## src/rtl/bram_frame_reader.sv

```systemverilog
// Purpose: scans a captured 1-bit frame out of the capture BRAM in raster order as a pixel stream with x/y and sof/eol/eof.
// Latency: start sampled at T, read_addr=0 at T+1, first beat (y_sof) valid at T+3; one beat per cycle when unstalled.
// Backpressure: 2-entry output buffer; reads stall once buffer plus the in-flight read would exceed 2 entries.
module bram_frame_reader #(
  parameter int IMG_WIDTH  = 640,
  parameter int IMG_HEIGHT = 480,
  localparam int TOTAL = IMG_WIDTH * IMG_HEIGHT,
  localparam int AW    = $clog2(TOTAL),
  localparam int XW    = $clog2(IMG_WIDTH),
  localparam int YW    = $clog2(IMG_HEIGHT)
) (
  input  logic          clk,
  input  logic          rst,
  input  logic          start,
  input  logic          frame_valid,
  output logic [AW-1:0] read_addr,
  input  logic          read_data,
  output logic          y_valid,
  input  logic          y_ready,
  output logic [7:0]    y_data,
  output logic [XW-1:0] y_x,
  output logic [YW-1:0] y_y,
  output logic          y_sof,
  output logic          y_eol,
  output logic          y_eof,
  output logic          busy,
  output logic          done,
  output logic          aborted
);

  localparam logic [AW-1:0] LAST_ADDR = AW'(TOTAL - 1);
  localparam logic [XW-1:0] X_MAX     = XW'(IMG_WIDTH - 1);
  localparam logic [YW-1:0] Y_MAX     = YW'(IMG_HEIGHT - 1);

  typedef enum logic [1:0] {
    S_IDLE,
    S_STREAM,
    S_FINISH
  } state_t;

  // One buffered output beat; flags are computed when the beat is written.
  typedef struct packed {
    logic          dat;
    logic [XW-1:0] x;
    logic [YW-1:0] y;
    logic          sof;
    logic          eol;
    logic          eof;
  } beat_t;

  state_t        state;

  // Issue side: next address/coordinates to read, plus the tag of the read in flight.
  logic [AW-1:0] issue_addr;
  logic [AW-1:0] last_addr;
  logic [XW-1:0] ix;
  logic [YW-1:0] iy;
  logic          all_issued;
  logic          inflight;
  logic [XW-1:0] tag_x;
  logic [YW-1:0] tag_y;

  // Output buffer: head drives the y_* port, skid holds the second entry.
  beat_t         head;
  beat_t         skid;
  logic          h_vld;
  logic          s_vld;
  beat_t         in_beat;

  logic          go;
  logic          abort;
  logic          pop;
  logic          issue;
  logic [2:0]    slots_used;
  logic [2:0]    slots_cap;

  // Control decisions for this cycle; abort overrides issue and buffer updates.
  always_comb begin
    go         = (state == S_IDLE) && start && frame_valid;
    abort      = (state == S_STREAM) && !frame_valid;
    pop        = h_vld && y_ready;
    slots_used = {2'b00, h_vld} + {2'b00, s_vld} + {2'b00, inflight};
    // A beat leaving this cycle frees a slot for a read issued this cycle.
    slots_cap  = pop ? 3'd3 : 3'd2;
    issue      = (state == S_STREAM) && frame_valid && !all_issued && (slots_used < slots_cap);
    read_addr  = issue ? issue_addr : last_addr;
  end

  // Beat arriving from the BRAM, one cycle after its read was issued.
  always_comb begin
    in_beat     = '0;
    in_beat.dat = read_data;
    in_beat.x   = tag_x;
    in_beat.y   = tag_y;
    in_beat.sof = (tag_x == '0) && (tag_y == '0);
    in_beat.eol = (tag_x == X_MAX);
    in_beat.eof = (tag_x == X_MAX) && (tag_y == Y_MAX);
  end

  // Top-level state machine with registered done/aborted pulses.
  always_ff @(posedge clk) begin
    if (rst) begin
      state   <= S_IDLE;
      done    <= 1'b0;
      aborted <= 1'b0;
    end else begin
      done    <= 1'b0;
      aborted <= 1'b0;
      case (state)
        S_IDLE: begin
          if (go) state <= S_STREAM;
        end
        S_STREAM: begin
          if (!frame_valid) begin
            state   <= S_IDLE;
            aborted <= 1'b1;
          end else if (pop && head.eof) begin
            state <= S_FINISH;
            done  <= 1'b1;
          end
        end
        S_FINISH: begin
          state <= S_IDLE;
        end
        default: begin
          state <= S_IDLE;
        end
      endcase
    end
  end

  // Read issue counter: raster-order address and x/y, and the in-flight tag.
  always_ff @(posedge clk) begin
    if (rst) begin
      issue_addr <= '0;
      last_addr  <= '0;
      ix         <= '0;
      iy         <= '0;
      all_issued <= 1'b0;
      inflight   <= 1'b0;
      tag_x      <= '0;
      tag_y      <= '0;
    end else if (go) begin
      issue_addr <= '0;
      ix         <= '0;
      iy         <= '0;
      all_issued <= 1'b0;
      inflight   <= 1'b0;
    end else if (abort) begin
      inflight <= 1'b0;
    end else begin
      inflight <= issue;
      if (issue) begin
        last_addr <= issue_addr;
        tag_x     <= ix;
        tag_y     <= iy;
        // Last pixel: park the counters instead of wrapping.
        if (issue_addr == LAST_ADDR) begin
          all_issued <= 1'b1;
        end else begin
          issue_addr <= issue_addr + AW'(1);
          if (ix == X_MAX) begin
            ix <= '0;
            iy <= iy + YW'(1);
          end else begin
            ix <= ix + XW'(1);
          end
        end
      end
    end
  end

  // Two-entry output buffer; head holds steady until accepted.
  always_ff @(posedge clk) begin
    if (rst) begin
      h_vld <= 1'b0;
      s_vld <= 1'b0;
      head  <= '0;
      skid  <= '0;
    end else if (go || abort) begin
      h_vld <= 1'b0;
      s_vld <= 1'b0;
    end else if (pop) begin
      if (s_vld) begin
        head  <= skid;
        s_vld <= inflight;
        if (inflight) skid <= in_beat;
      end else begin
        h_vld <= inflight;
        if (inflight) head <= in_beat;
      end
    end else if (inflight) begin
      if (!h_vld) begin
        h_vld <= 1'b1;
        head  <= in_beat;
      end else begin
        s_vld <= 1'b1;
        skid  <= in_beat;
      end
    end
  end

  // Output port mapping.
  always_comb begin
    y_valid = h_vld;
    y_data  = head.dat ? 8'd255 : 8'd0;
    y_x     = head.x;
    y_y     = head.y;
    y_sof   = head.sof;
    y_eol   = head.eol;
    y_eof   = head.eof;
    busy    = (state != S_IDLE);
  end

endmodule

```

## config.mk

```make
export PLATFORM = sky130hd
export DESIGN_NAME = bram_frame_reader
export DESIGN_NICKNAME = d
export VERILOG_FILES = /design/src/rtl/bram_frame_reader.sv
export SDC_FILE = /design/constraint.sdc
export NUM_CORES = 1
export LEC_CHECK = 0
export ABC_AREA = 1
export BUFFER_PORTS_ARGS = -buffer_cell sky130_fd_sc_hd__buf_2
export CELL_PAD_IN_SITES_DETAIL_PLACEMENT = 1
export CELL_PAD_IN_SITES_GLOBAL_PLACEMENT = 2
export CORE_MARGIN = 2
export CORE_UTILIZATION = 33
export DETAILED_ROUTE_END_ITERATION = 10
export GPL_TIMING_DRIVEN = 0
export PLACE_DENSITY_LB_ADDON = 0.1
export SLEW_MARGIN = 30
export SYNTH_ARGS = -nofsm -noshare
export SYNTH_HDL_FRONTEND = slang
export SYNTH_SLANG_ARGS = --single-unit
```

## constraint.sdc

```tcl
create_clock -name clk -period 2.7 [get_ports clk]
set_input_delay 0.135 -clock clk [delete_from_list [all_inputs] [get_ports clk]]
set_output_delay 0.135 -clock clk [all_outputs]
set_load 0.01 [all_outputs]
```

==> flow_summary.yaml <==
logic_synthesis:
  yosysMostFrequentCell: "nor2_1"
  synth_edf_count: 0
  ys_top_cells_by_count: "nor2_1 (179), nand2_1 (169), dfxtp_1 (130)"
  yosysSeqAreaShare: 0.4363
  syn_area_sq_um: 5964
  yosysWarnings: 0
  synth_flop_cell: "dfxtp_1"
  synth_seq_cells: 130
  synth_top_cell_area_share: 0.4363
  synthDistinctLibCells: 33
  syn_inst: 859
  yosysTopAreaCell: "dfxtp_1"
  avgSynthCellArea_sq_um: 6.944
  synthesis.nets: 869
  synth_area_leaders: "dfxtp_1 (44%), nor2_1 (11%), nand2_1 (11%)"
  ys_async_sr_fraction: 0
timing:
  rsz0062_at_grt: "no"
  max_slew_margin: 0.5938
  period_share: 0.9307
  hold_viol: 0
  fin_setup_tns_ps: 0
  holdWs_ps: 77.29
  report.final.slew_viol_count: 0
  timing.final.ws_setup_ps: 187.1
  finalCriticalPeriod_ps: 2513
  tightest_slew_ps: 604.7
  fmax_mhz: 397.9
  fin_skew_ps: 7.176
  setup_viol: 0
floorplan:
  core_sq_um: 17840
  die_h_um: 138.4
  start_util: 0.3343
  die-area_sq_um: 19170
  die_w_um: 138.4
  rows: 49
  io-pin-count: 59
cts:
  clk_path_buf_depth: 2
  cts_htree_levels: 4
  clock-root-buffer: "clkbuf_16"
  cts_sinks: 130
  numCtsBuffers: 17
  clk_latency_ps: 420
  path_clk_slew_ps: 60
  cts_tree: "yes"
  postCtsSetupRepairBufs: 0
finish:
  drive_above_1_share: 0.1591
  n_antenna_cell: 0
  area_growth_pct: 21.10
  fin_nets: 946
  final-instance-count-excl-fill: 1178
  final_core_util: 0.4049
detailed_routing:
  dr_wl_met2_um: 9822
  drc: 0
  antenna_left: 0
  met1Wirelength_um: 7914
  first_pass_iters: 4
  dr_wl_met3_um: 388
  via_count: 5814
  initialDrtViolationCount: 237
  top_layer: "met4"
  via_per_inst: 4.935
  wl_per_cell_um: 15.66
  finalWirelength_um: 18440
pwr:
  ir_drop_mv: 0.4865
  pwr-share-clk: 0.536
  intPower_mw: 3.689
  power_density_nw_per_um2: 668.9
  power.switching_mw: 1.143
  p_leak_nw: 3.056
  sw_frac_of_total: 0.2365
  pwr-share-comb: 0.055
  seqPwrFrac: 0.409
critical_path:
  path_class: "reg2out"
  crit_start: "inflight"
  arrival_ps: 2380
  slowest_stage: "fa_1"
  crit_path_end_kind: "primary output"
  crit_chain: "inv_1 -> fa_1 -> nand3_1 -> nand2_1 -> nand2_4 -> buf_2 -> nor2_1 -> nor2_1 -> buf_2"
  cp_top_family: "simple AND/OR/NAND/NOR gates"
  crit_buf_inv: 3
  required_ps: 2570
  r2r_start: "y_valid"
  path_max_fanout: 10
  max_stage_delay_ps: 460
  crit_path_start_kind: "flop"
global_routing:
  antenna_found_initial: 0
  grt_pass1_vias: 6086
  grt_util_all_layers: 0.1977
  grt_pass1_wl_um: 30630
  grt_overflow: 0
  grt_max_degree: 17
place:
  place_ws_ps: 289.8
  dp_hpwl_um: 13770
  port_buffers: 57
  gp_congestion: 0.8263
  placed_cells: 1145
worst_hold_path:
  holdCritStartpoint: "frame_valid"
  min_path_type: "in2reg"
flow_run:
  cap_violations: 0
status:
  status: "finished, final reports clean"
==> kinds of logic (layout without fill, tap and decap cells) <==
| group | after synthesis | count (layout) | share of synthesized area |
|---|---|---|---|
| compound gates | 148 | 148 | 0.1317 |
| xor+xnor | 15 | 15 | 0.02203 |
| fa+ha+maj | 4 | 4 | 0.009650 |
| buf+inv | 106 | 196 | 0.07720 |
| flops | 130 | 130 | 0.4363 |
| simple gates | 456 | 456 | 0.3231 |
==> area by class of cell <==
cell class,count,area (sq um)
clock buffers,17,425.4
repair buffers,58,295.3
inverters,58,220.2
fillers,2303,10620
plain buffers,48,254.0
clock inverters,15,231.5
flip-flops and latches,130,2604
well taps,229,286.5
multi-input cells,623,2907
==> sequential cells by signal, summed over array words and instances, names as in the netlist, 2 cells and up <==
signal and count:
skid 23, issue_addr 19, last_addr 19, ix 10, tag_x 10, y_x 10, iy 9, tag_y 9
y_y 9, state 2
==> layer usage <==
metal	track usage	up-vias
li1	-	2934
met1	0.2230	2780
met2	0.3747	79
met3	0.03152	21
met4	0.07035	0
met5	0	-
==> worst register-to-register path, cell delays in order, from the launching register on <==
cell and delay (ps):
dfxtp_2 350, inv_1 90, fa_1 550, nand3_1 80
nand2_1 120, nand2_4 140, nor2_2 320, nand3_1 260
nand2_1 130, a21oi_1 70
==> per-stage QoR <==
stage | power (mW) | cell area (sq um)
6_report | 4.832 | 7223
5_1_grt | 5.010 | 7223
4_1_cts | 4.888 | 7216
3_5_place_dp | 2.289 | 6536
3_3_place_gp | 2.281 | 6536
2_1_floorplan | 2.185 | 5964
==> power by group through the flow <==
stage	registers (mW)	logic [mW]	clock network [mW]
finish	1.98	0.268	2.59
global route	1.98	0.306	2.72
CTS	1.98	0.274	2.64
detailed placement	2.02	0.270	0
global placement	2.02	0.264	0
floorplan	2.01	0.170	0
==> layout by cell type (no fill, tap or decap), types with 3 or more instances in the layout <==
master / synthesis / layout
nor2_1: 179 / 179
nand2_1: 169 / 169
dfxtp_1: 130 / 129
o21ai_0: 80 / 80
buf_2: 14 / 71
a21oi_1: 55 / 55
inv_1: 53 / 53
nor3_1: 33 / 33
nand3_1: 29 / 29
clkbuf_1: 24 / 22
nand4_1: 18 / 18
clkbuf_16: 0 / 17
nand2_2: 14 / 13
xor2_1: 12 / 12
a21oi_2: 10 / 10
buf_4: 7 / 8
bufinv_16: 0 / 5
nor2_2: 4 / 4
clkinvlp_4: 0 / 4
inv_2: 4 / 3
nand2_4: 2 / 3
xnor2_1: 3 / 3
ha_1: 3 / 3
clkinv_4: 0 / 3
==> repair_timing <==
action | in CTS | in global routing
gates resized for setup | 5 | 5
endpoints found under the setup margin | 19 | 19
hold buffers | 1 | 0
endpoints found under the hold margin | 1 | 0
==> worst paths after layout <==
check / end / slack (ps) / cells after the start
hold / removal: state[1] / 80 / 3
hold reg to reg: y_y[2] / 480 / 2
setup reg to reg: iy[7] / 440 / 9
setup / recovery: read_addr[0] / 190 / 9
Power figures use the tool's default switching activity.
